--- src/rtl/sram_access_seq.sv ---
// Single-bank SRAM access sequencer: one request in flight, one-cycle
// chip-select strobe, LAT-cycle read wait, then a one-cycle response pulse.
module sram_access_seq #(
    parameter int ADDR_W = 5,
    parameter int DATA_W = 256,
    parameter int MASK_W = 32,
    parameter int LAT    = 1
) (
    input  logic              clk,
    input  logic              rst_n,
    input  logic              req_valid,
    output logic              req_ready,
    input  logic              req_write,
    input  logic [ADDR_W-1:0] req_addr,
    input  logic [DATA_W-1:0] req_wdata,
    input  logic [MASK_W-1:0] req_wmask,
    output logic              resp_valid,
    output logic [DATA_W-1:0] resp_rdata,
    output logic              busy,
    output logic              sram_csb,
    output logic              sram_web,
    output logic [ADDR_W-1:0] sram_addr,
    output logic [DATA_W-1:0] sram_din,
    output logic [MASK_W-1:0] sram_wmask,
    input  logic [DATA_W-1:0] sram_dout
);

    typedef enum logic [1:0] {
        IDLE   = 2'd0,
        ACCESS = 2'd1,
        WAIT   = 2'd2,
        RESP   = 2'd3
    } state_t;

    localparam logic [3:0] CNT_INIT = 4'(LAT - 1);

    state_t     state_q;
    state_t     state_d;
    logic [3:0] cnt_q;
    logic       write_q;
    logic       accept;
    logic       wait_done;

    assign accept    = req_valid & req_ready;
    assign wait_done = (state_q == WAIT) && (cnt_q == 4'd0);

    always_ff @(posedge clk) begin
        if (!rst_n) begin
            state_q <= IDLE;
        end else begin
            state_q <= state_d;
        end
    end

    always_comb begin
        state_d = state_q;
        unique case (state_q)
            IDLE:    if (accept) state_d = ACCESS;
            ACCESS:  state_d = WAIT;
            WAIT:    if (cnt_q == 4'd0) state_d = RESP;
            RESP:    state_d = accept ? ACCESS : IDLE;
            default: state_d = IDLE;
        endcase
    end

    always_comb begin
        req_ready  = (state_q == IDLE) || (state_q == RESP);
        busy       = (state_q == ACCESS) || (state_q == WAIT);
        resp_valid = (state_q == RESP);
        sram_csb   = (state_q != ACCESS);
        sram_web   = !((state_q == ACCESS) && write_q);
    end

    // Request latch doubles as the SRAM-facing address/data/mask registers.
    always_ff @(posedge clk) begin
        if (!rst_n) begin
            write_q    <= 1'b0;
            sram_addr  <= '0;
            sram_din   <= '0;
            sram_wmask <= '0;
        end else if (accept) begin
            write_q    <= req_write;
            sram_addr  <= req_addr;
            sram_din   <= req_wdata;
            sram_wmask <= req_wmask;
        end
    end

    always_ff @(posedge clk) begin
        if (!rst_n) begin
            cnt_q <= 4'd0;
        end else if (state_q == ACCESS) begin
            cnt_q <= CNT_INIT;
        end else if ((state_q == WAIT) && (cnt_q != 4'd0)) begin
            cnt_q <= cnt_q - 4'd1;
        end
    end

    // Read data is only captured on reads; writes leave the last value intact.
    always_ff @(posedge clk) begin
        if (!rst_n) begin
            resp_rdata <= '0;
        end else if (wait_done && !write_q) begin
            resp_rdata <= sram_dout;
        end
    end

endmodule

--- config.mk ---
export PLATFORM = sky130hd
export DESIGN_NAME = sram_access_seq
export DESIGN_NICKNAME = d
export VERILOG_FILES = /design/src/rtl/sram_access_seq.sv
export SDC_FILE = /design/constraint.sdc
export NUM_CORES = 1
export LEC_CHECK = 0
export ABC_AREA = 0
export BUFFER_PORTS_ARGS = -buffer_cell sky130_fd_sc_hd__buf_2
export CAP_MARGIN = 40
export CORE_AREA = 5 5 427 429
export CTS_CLUSTER_DIAMETER = 120
export DETAILED_ROUTE_END_ITERATION = 10
export DIE_AREA = 0 0 432 434
export GPL_ROUTABILITY_DRIVEN = 0
export RECOVER_POWER = 50
export SLEW_MARGIN = 20
export SYNTH_ARGS = -nofsm -noshare
export SYNTH_HDL_FRONTEND = slang
export SYNTH_SLANG_ARGS = --single-unit
--- constraint.sdc ---
create_clock -name clk -period 4 [get_ports clk]
set_input_delay 0.8 -clock clk [delete_from_list [all_inputs] [get_ports clk]]
set_output_delay 0.8 -clock clk [all_outputs]
set_load 0.01 [all_outputs]
==> reports/summary.md, run 1 <==
Sequential cells were found to cover 52.0% of the synthesized design area. The utilization after layout is 17.6%, and the number of flops mapped to enable cells by yosys is 0. Once the floorplan was initialized, standard cells occupied 12.0% of the core. The run gives 187000 um2 as the area enclosed by the die boundary. Registers take 11100 um2. The critical path goes through inv_1 -> ha_1 -> nor2b_1 -> clkbuf_1 -> nand2_1 -> a21boi_0.

Post-route clock period utilization: 79.2%. After clock tree synthesis, the repair step resized 0 gates. Kind of start point of the critical path: a register. The prevailing post-synth register cell is dfxtp_1. The area growth from synthesis to layout is 46.6%.

Row generation in the floorplan step produced 155 rows. The height of the chip is 434 um. Of all cell types, the one taking the most synthesized area is dfxtp_1.

At the pin with the least slew margin, the transition time is 1.69 ns. Setup violations remaining at the end of the flow were counted as 0. The worst-case IR drop observed on VDD is 251 uV. The power density over cell area was 592 nW/um2. The tools report the number of fillers in the final layout as 20300. The filler-free cell count of the finished design was 5924; the count of placed standard cells including taps was 5748. Clock-pin slew was measured on the worst setup and hold paths at 0.06 ns. The first global-routing pass estimated 192000 um of wire. The run gives 1 as the max-cap check violation count. The run gives -12.9% as the worst slew margin relative to its limit.

On the final layout, the worst hold slack is 0.364 ns. When the netlist entered floorplanning its net count stood at 3048. In this run the post-CTS setup repair buffer count came out at 0. The most frequent cell after synthesis is nand2_1. The run gives 0.0333 ns as the clock tree skew after final layout. The leakage power total is 11.3 nW, and the final number of hold-violating endpoints is 0. The tools report the buffer type at the clock tree root as clkbuf_16. Across all layers, the routed design uses 23200 vias. For the finished layout, the period the worst path requires is 3.17 ns.

The clock network burns 37.7% of the power. The all-layer global routing usage came out at 15.0%. The vias per cell works out to 3.91. Total detailed-routing wirelength: 149000 um. TritonCTS built the clock tree. Sequential cells account for 37.0% of the total power. The run gives 4028 as the layout net count.

The run finished, with violations left. The cell family with the largest share of critical-path delay is simple AND/OR/NAND/NOR gates. After detailed routing, the number of remaining DRC violations is 0. The final max-slew violation count was 39. The combined buffer and inverter count along the critical path was 2. Proportion of power drawn by combinational gates: 25.4%. The largest individual stage delay along the critical path comes from the cell nor2b_1. The tools report the worst endpoint required time as 4.60 ns. The class of the tightest hold or removal check is in2reg. The region available for standard cell placement spans 178000 um2. The clock reaches the later pin of the worst-skew pair after 0.66 ns.

The multi-input combinational cells in the finished layout cover a total of 9190 um2. Setup repair after global routing left no endpoint under its margin. The top cell type by area accounts for 52.0% of the synthesized area.

The proportion of layout cells with a drive suffix above 1 works out to 21.0%. Counting instances in the post-synthesis netlist gives the leading cell types as nand2_1, dfxtp_1, a21boi_0, o21ai_0, nand3_1. The run gives 21400 um2 as the cell area after technology mapping. The average cell area after synthesis works out to 8.59 um2.

The via count of the first global-routing pass is 21700, and the number of top-level pins is 1107. Internal power comes to 11.9 mW. No sink is reached through more buffers than the 3 on the longest clock path.

Buffers placed on the I/O ports in this run total 1106. The delay of the slowest cell on the worst path is 1.10 ns. Critical path class: reg2reg. The initial antenna violation count was 139. In this run the horizontal extent of the chip is 432 um. The wire-length estimate of the detail-placed layout is 123000 um. Counting distinct cell types in the post-synthesis netlist gives 31. Summed over all failing endpoints, the final setup total negative slack is 0 ns. The proportion of register bits with asynchronous set or reset after synthesis came out at 0%. STA puts the critical path data arrival time at 3.76 ns.

STA classifies the critical path endpoint as a register. Hold repair after CTS inserted 0 buffers. Summed over all nets, the switching power comes to 6.68 mW. Derived from the worst setup path, the maximum achievable clock frequency is 0.316 GHz.

The clock drives 556 sinks. The number of detailed-routing iterations run before antenna repair is 7, and the post-route antenna net violation count is 0. The H-tree was split into 3 levels. In this run, the number of DRC markers left after iteration 0 of detailed routing was 1927. After synthesis the netlist holds a flip-flop and latch count of 556.

Entering global routing, the biggest net connects 126 pins. In the final routed layout, each cell accounts on average for 25.1 um. In this run the worst path has a maximum fanout of 15. The checks that failed: capacitance limit, slew limit. Sorting the synthesized cells by area gives the leading types as dfxtp_1, a21boi_0, nand2_1. The total overflow left after global routing is 0. Net switching is 36.0% of the power.

Synthesis produced a netlist whose cell count is 2490. The number of clock buffers inserted by TritonCTS was 74. Yosys printed 0 warnings.
cell usage in the layout, fill, tap and decap left out, types with 2 or more instances in the layout:
cell type   instances
buf_12             19
clkinv_4            2
ha_1                5
nand2_1           590
clkbuf_1          542
a21boi_0          508
a21boi_1           42
inv_6               6
clkbuf_16          74
o21ai_0           259
bufinv_16           6
nand3_1           258
clkbuf_8           18
dfxtp_1           556
buf_2             578
clkinvlp_4          4
buf_4              16
clkinv_2            7
inv_1               7
nand2b_4            2
diode_2            42
a21oi_1             4
inv_8               2
metrics by stage:
| stage | area (um2) | power [mW] | setup slack, ns |
|---|---|---|---|
| 2_1_floorplan | 21400 | 9.21 | 2.16 |
| 3_3_place_gp | 29400 | 11.9 | 1.51 |
| 3_5_place_dp | 29400 | 12.0 | 1.43 |
| 4_1_cts | 31900 | 19.2 | 1.10 |
| 5_1_grt | 31300 | 19.6 | 0.553 |
| 6_report | 31400 | 18.6 | 0.832 |
sequential cells by signal, indices dropped and copies added, names as in the netlist:
name	count
write_q	1
resp_rdata	256
sram_addr	5
state_q	2
sram_din	256
cnt_q	4
sram_wmask	32
worst min-delay path, delay by kind of cell:
family / cells / cell delay, ns
AO/OA/AOI/OAI: 1 / 0.06
buffers and inverters: 1 / 0.10
AND/OR/NAND/NOR: 1 / 0.04
metal layers:
metal	wire length, um	GRT usage [%]	vias up
li1	-	-	10400
met1	53600	16.3	11100
met2	66500	23.2	1206
met3	21500	9.15	341
met4	6870	6.64	60
met5	372	0	-
path summary, 6_finish.rpt:
kind / end / depth (start not counted) / slack, ns / startpoint
max: sram_din[3] / 6 / 0.83 / state_q[0]
min: sram_din[148] / 3 / 0.36 / req_wdata[148]
max reg2reg: sram_din[3] / 6 / 0.83 / state_q[0]
min reg2reg: sram_wmask[11] / 2 / 0.46 / sram_wmask[11]
power by group through the flow:
| stage | Combinational (mW) | Clock [mW] | Sequential [mW] |
|---|---|---|---|
| global route | 5.17 | 7.42 | 6.96 |
| finish | 4.71 | 7.00 | 6.87 |
| CTS | 5.07 | 7.26 | 6.84 |
| detailed placement | 5.06 | 0 | 6.94 |
| global placement | 4.99 | 0 | 6.90 |
| floorplan | 1.92 | 0 | 7.30 |
kinds of logic after synthesis:
| kind of cell | Yosys count | synth area share, % |
|---|---|---|
| XOR/XNOR | 1 | 0.0409 |
| buffers and inverters | 249 | 5.15 |
| AND/OR/NAND/NOR | 859 | 16.7 |
| AO/OA/AOI/OAI | 820 | 25.8 |
| flip-flops | 556 | 52.0 |
| adder cells (fa/ha/maj) | 5 | 0.292 |
final cells by class:
type	count	share of cell area [%]
Sequential cell	556	35.5
Multi-Input combinational cell	1685	29.3
Timing Repair Buffer	1146	17.3
Tap cell	2355	9.40
Clock buffer	104	6.84
Clock inverter	29	1.19
Antenna cell	42	0.335
Inverter	7	0.0838
No activity file was read; power rests on OpenSTA's default activity.
==> run 2, diff against run 1 <==
==> constraint.sdc (replaced) <==
create_clock -name clk -period 3 [get_ports clk]
set_input_delay 0.6 -clock clk [delete_from_list [all_inputs] [get_ports clk]]
set_output_delay 0.6 -clock clk [all_outputs]
set_load 0.01 [all_outputs]
==> run 2 against run 1 <==
Compared with the run above:
- the run now ends clean
- design area up 0.45%
- sequential share of layout area is 0.16 points lower
- combinational power is 38% higher
- power grew 33%
- setup slack lost 0.42 ns
- clock power increased by 29%
- flip-flop and latch count unchanged
- critical path depth fell by 2
- non-clock buffer count rose by 15
- first-iteration DRC count down 14%
- sequential power rose by 33%
- critical endpoint is now req_ready
- largest power group is now registers
==> reports/summary.md, run 2 (synthesis results as in run 1) <==
The peak fanout along the critical path came out at 6. Cell family with the largest share of critical-path delay: buffers and inverters. In this run the worst setup path terminates at req_ready. In the final layout, the registers with the most flip-flops are resp_rdata (256), sram_din (256), sram_wmask (32). TritonCTS built the clock tree. For the estimated wirelength of the detail-placed design, the log shows 124000 um.

For the count of routing violations after the opening detailed-route iteration, the log shows 1657. The combined buffer and inverter count along the critical path was 3; the number of cells upsized or downsized after cts was 0. The average routed wire per standard cell came out at 25.0 um.

The first global-routing pass estimated 192000 um of wire. The logs give 0 for the final number of hold-violating endpoints and 0 for the max-cap check violation count. Clock-pin slew was measured on the worst setup and hold paths at 0.06 ns.

The worst-case IR drop observed on VDD is 525 uV. For this run the aggregate overflow at the end of global routing stands at 0. The detailed router placed 23200 vias in this run.

In this run the horizontal extent of the chip is 432 um. The number of I/O port buffers came out at 1106. The library cell used most frequently in the layout, excluding fill and tap cells, is nand2_1.

In the routed layout, each cell is associated on average with a via count of 3.91. The signal on the critical path passes through inv_1 -> ha_1 -> inv_1 -> buf_2. The critical path class is reg2out.

The run gives 148000 um as the total detailed-routing wirelength. Row generation in the floorplan step produced 155 rows. The worst setup path is launched from a register. The top cell types in the final layout, fill and taps aside, are nand2_1, buf_2, dfxtp_1. The total power is 24.7 mW, and the post-detailed-placement cell area is 29600 um2. Maximum frequency from static timing analysis: 0.386 GHz.

Across every metal layer, demand over resource in global routing totals 14.9%. Once the floorplan was initialized, standard cells occupied 12.0% of the core. The internal power summed over all cells is 15.7 mW. In this run the remaining antenna-violating nets after routing total 0.

The count of hold-fix buffers inserted at cts was 0; the insertion delay of the later-clocked pin in the worst-skew pair was 0.68 ns. For flop-to-flop paths, the worst setup slack is 0.47 ns. The worst register-to-register path begins at state_q[0]. In this run the critical register-to-register path is captured at sram_din[179].

The run finished with clean final reports. The power density over cell area is 783 nW/um2. Class of the tightest hold or removal check: in2reg. Height of the chip: 434 um. In this run the number of cells on the critical path is 4.

In the final layout, the share of cells above drive strength 1 is 21.1%. TritonCTS created 72 clock buffers. Adding up every negative setup slack in the final design gives 0 ns. Entering global routing, the biggest net connects 138 pins.

The number of DRC violations after detailed routing was 0. Setup repair after global routing left no endpoint under its margin. The logs give 5 for the number of detailed-routing iterations run before antenna repair and 0 for the final max-slew violation count.

The share of total power dissipated in sequential elements is 37.1%. In this run the static leakage power is 11.3 nW. The run gives 31500 um2 as the area of all placed cells without fillers. Area added between synthesis and finish: 47.2%.

After the last flow step, the layout net total stands at 4041. The pin slew with the least headroom to its limit was 0.999 ns; the post-route clock period utilization was 86.3%. The number of top-level pins is 1107, and the clock tree skew after final layout is 0.0265 ns. Net switching is 36.4% of the power. The root buffer cell chosen for the clock tree is clkbuf_16. Per report_power, the clock group accounts for 36.6% of the total. The type of element capturing the critical path is an output pin. The run gives 130 as the initial antenna violation count.

At the worst endpoint, the required time is 2.40 ns. Counting every sink on the clock net gives 556. The switching power summed over all nets is 8.97 mW. The final-report setup violation count came out at 0. Buffers added to address setup during post-CTS repair amount to 0. The H-tree generated during clock tree synthesis spans 3 levels. The run gives 187000 um2 as the area enclosed by the die boundary. The smallest clock period supported by the final layout is computed as 2.59 ns. The via count of the first global-routing pass is 21800, and the data arrival at the endpoint of the critical path is 1.99 ns. The cell that appears most often on the critical path is inv_1. The number of cells on the worst reg-to-reg path works out to 6. The launch point of the critical path is state_q[0].

The cell with the biggest individual delay on the critical path was dfxtp_1. Number of fillers in the final layout: 20300. The delay of the slowest cell on the worst path is 0.41 ns. The proportion of power drawn by combinational gates is 26.3%, and the worst slew margin relative to its limit is 33.4%. The tools report the number of buffers on the longest clock path as 3. Placeable core area: 178000 um2.
-- run 2: changes by cell type in the layout (fill, tap and decap cells not counted), sizes merged --
cell      previous run  this run
clkinvlp             4         5
inv                 16        13
buf                616       619
clkinv              10        21
clkbuf             634       635
diode               42        38
bufinv               6         5
-- run 2: power groups by stage --
| stage | Clock [mW] | Sequential, mW | Combinational, mW |
|---|---|---|---|
| floorplan | 0 | 9.73 | 2.55 |
| global placement | 0 | 9.20 | 6.85 |
| detailed placement | 0 | 9.25 | 6.92 |
| CTS | 9.32 | 9.11 | 6.93 |
| global route | 9.59 | 9.28 | 7.09 |
| finish | 9.01 | 9.15 | 6.50 |
-- run 2: final cells by class --
class / count / area [um2] / share of cell area [%]
diodes: 38 / 95.1 / 0.302
clock buffers: 93 / 2020 / 6.42
clock inverters: 37 / 448 / 1.42
inverters: 7 / 26.3 / 0.0834
multi-input cells: 1685 / 9200 / 29.2
flip-flops and latches: 556 / 11100 / 35.3
well taps: 2355 / 2950 / 9.36
repair buffers: 1161 / 5630 / 17.9
-- run 2: tightest hold or removal path, delay by kind of cell --
family | cells | cell delay, ns
buffers and inverters | 1 | 0.09
AO/OA/AOI/OAI | 1 | 0.06
AND/OR/NAND/NOR | 1 | 0.04
-- run 2: metal layers --
| metal | part of all wire [%] | track usage, % | vias to the layer above | routed length (um) |
|---|---|---|---|---|
| met5 | 0.24 | 0 | - | 355 |
| met1 | 37 | 16.6 | 11200 | 55000 |
| met4 | 5.0 | 6.64 | 46 | 7410 |
| met3 | 13 | 8.51 | 317 | 19700 |
| li1 | - | - | 10500 | - |
| met2 | 44 | 23.2 | 1208 | 65800 |
-- run 2: stage by stage --
step / hold slack [ns] / setup WS (ns) / instances / utilization [%]
global route: 0.108 / 0.222 / 5905 / 17.7
global placement: 0.446 / 0.675 / 5764 / 16.7
floorplan: 0.458 / 1.16 / 2490 / -
finish: 0.162 / 0.410 / 5932 / 17.7
detailed placement: 0.453 / 0.633 / 5764 / 16.7
CTS: 0.0676 / 0.258 / 5894 / 18.0
-- run 2: how the worst min path moves through the flow --
stage | slack [ns] | end | cells past startpoint | startpoint
after floorplan | 0.46 | cnt_q[0] | 2 | cnt_q[0]
after global placement | 0.45 | sram_din[243] | 2 | sram_din[243]
after detailed placement | 0.45 | sram_din[245] | 2 | sram_din[245]
after CTS | 0.07 | sram_din[6] | 3 | req_wdata[6]
after global routing | 0.11 | sram_din[246] | 3 | req_wdata[246]
final | 0.16 | sram_din[6] | 3 | req_wdata[6]
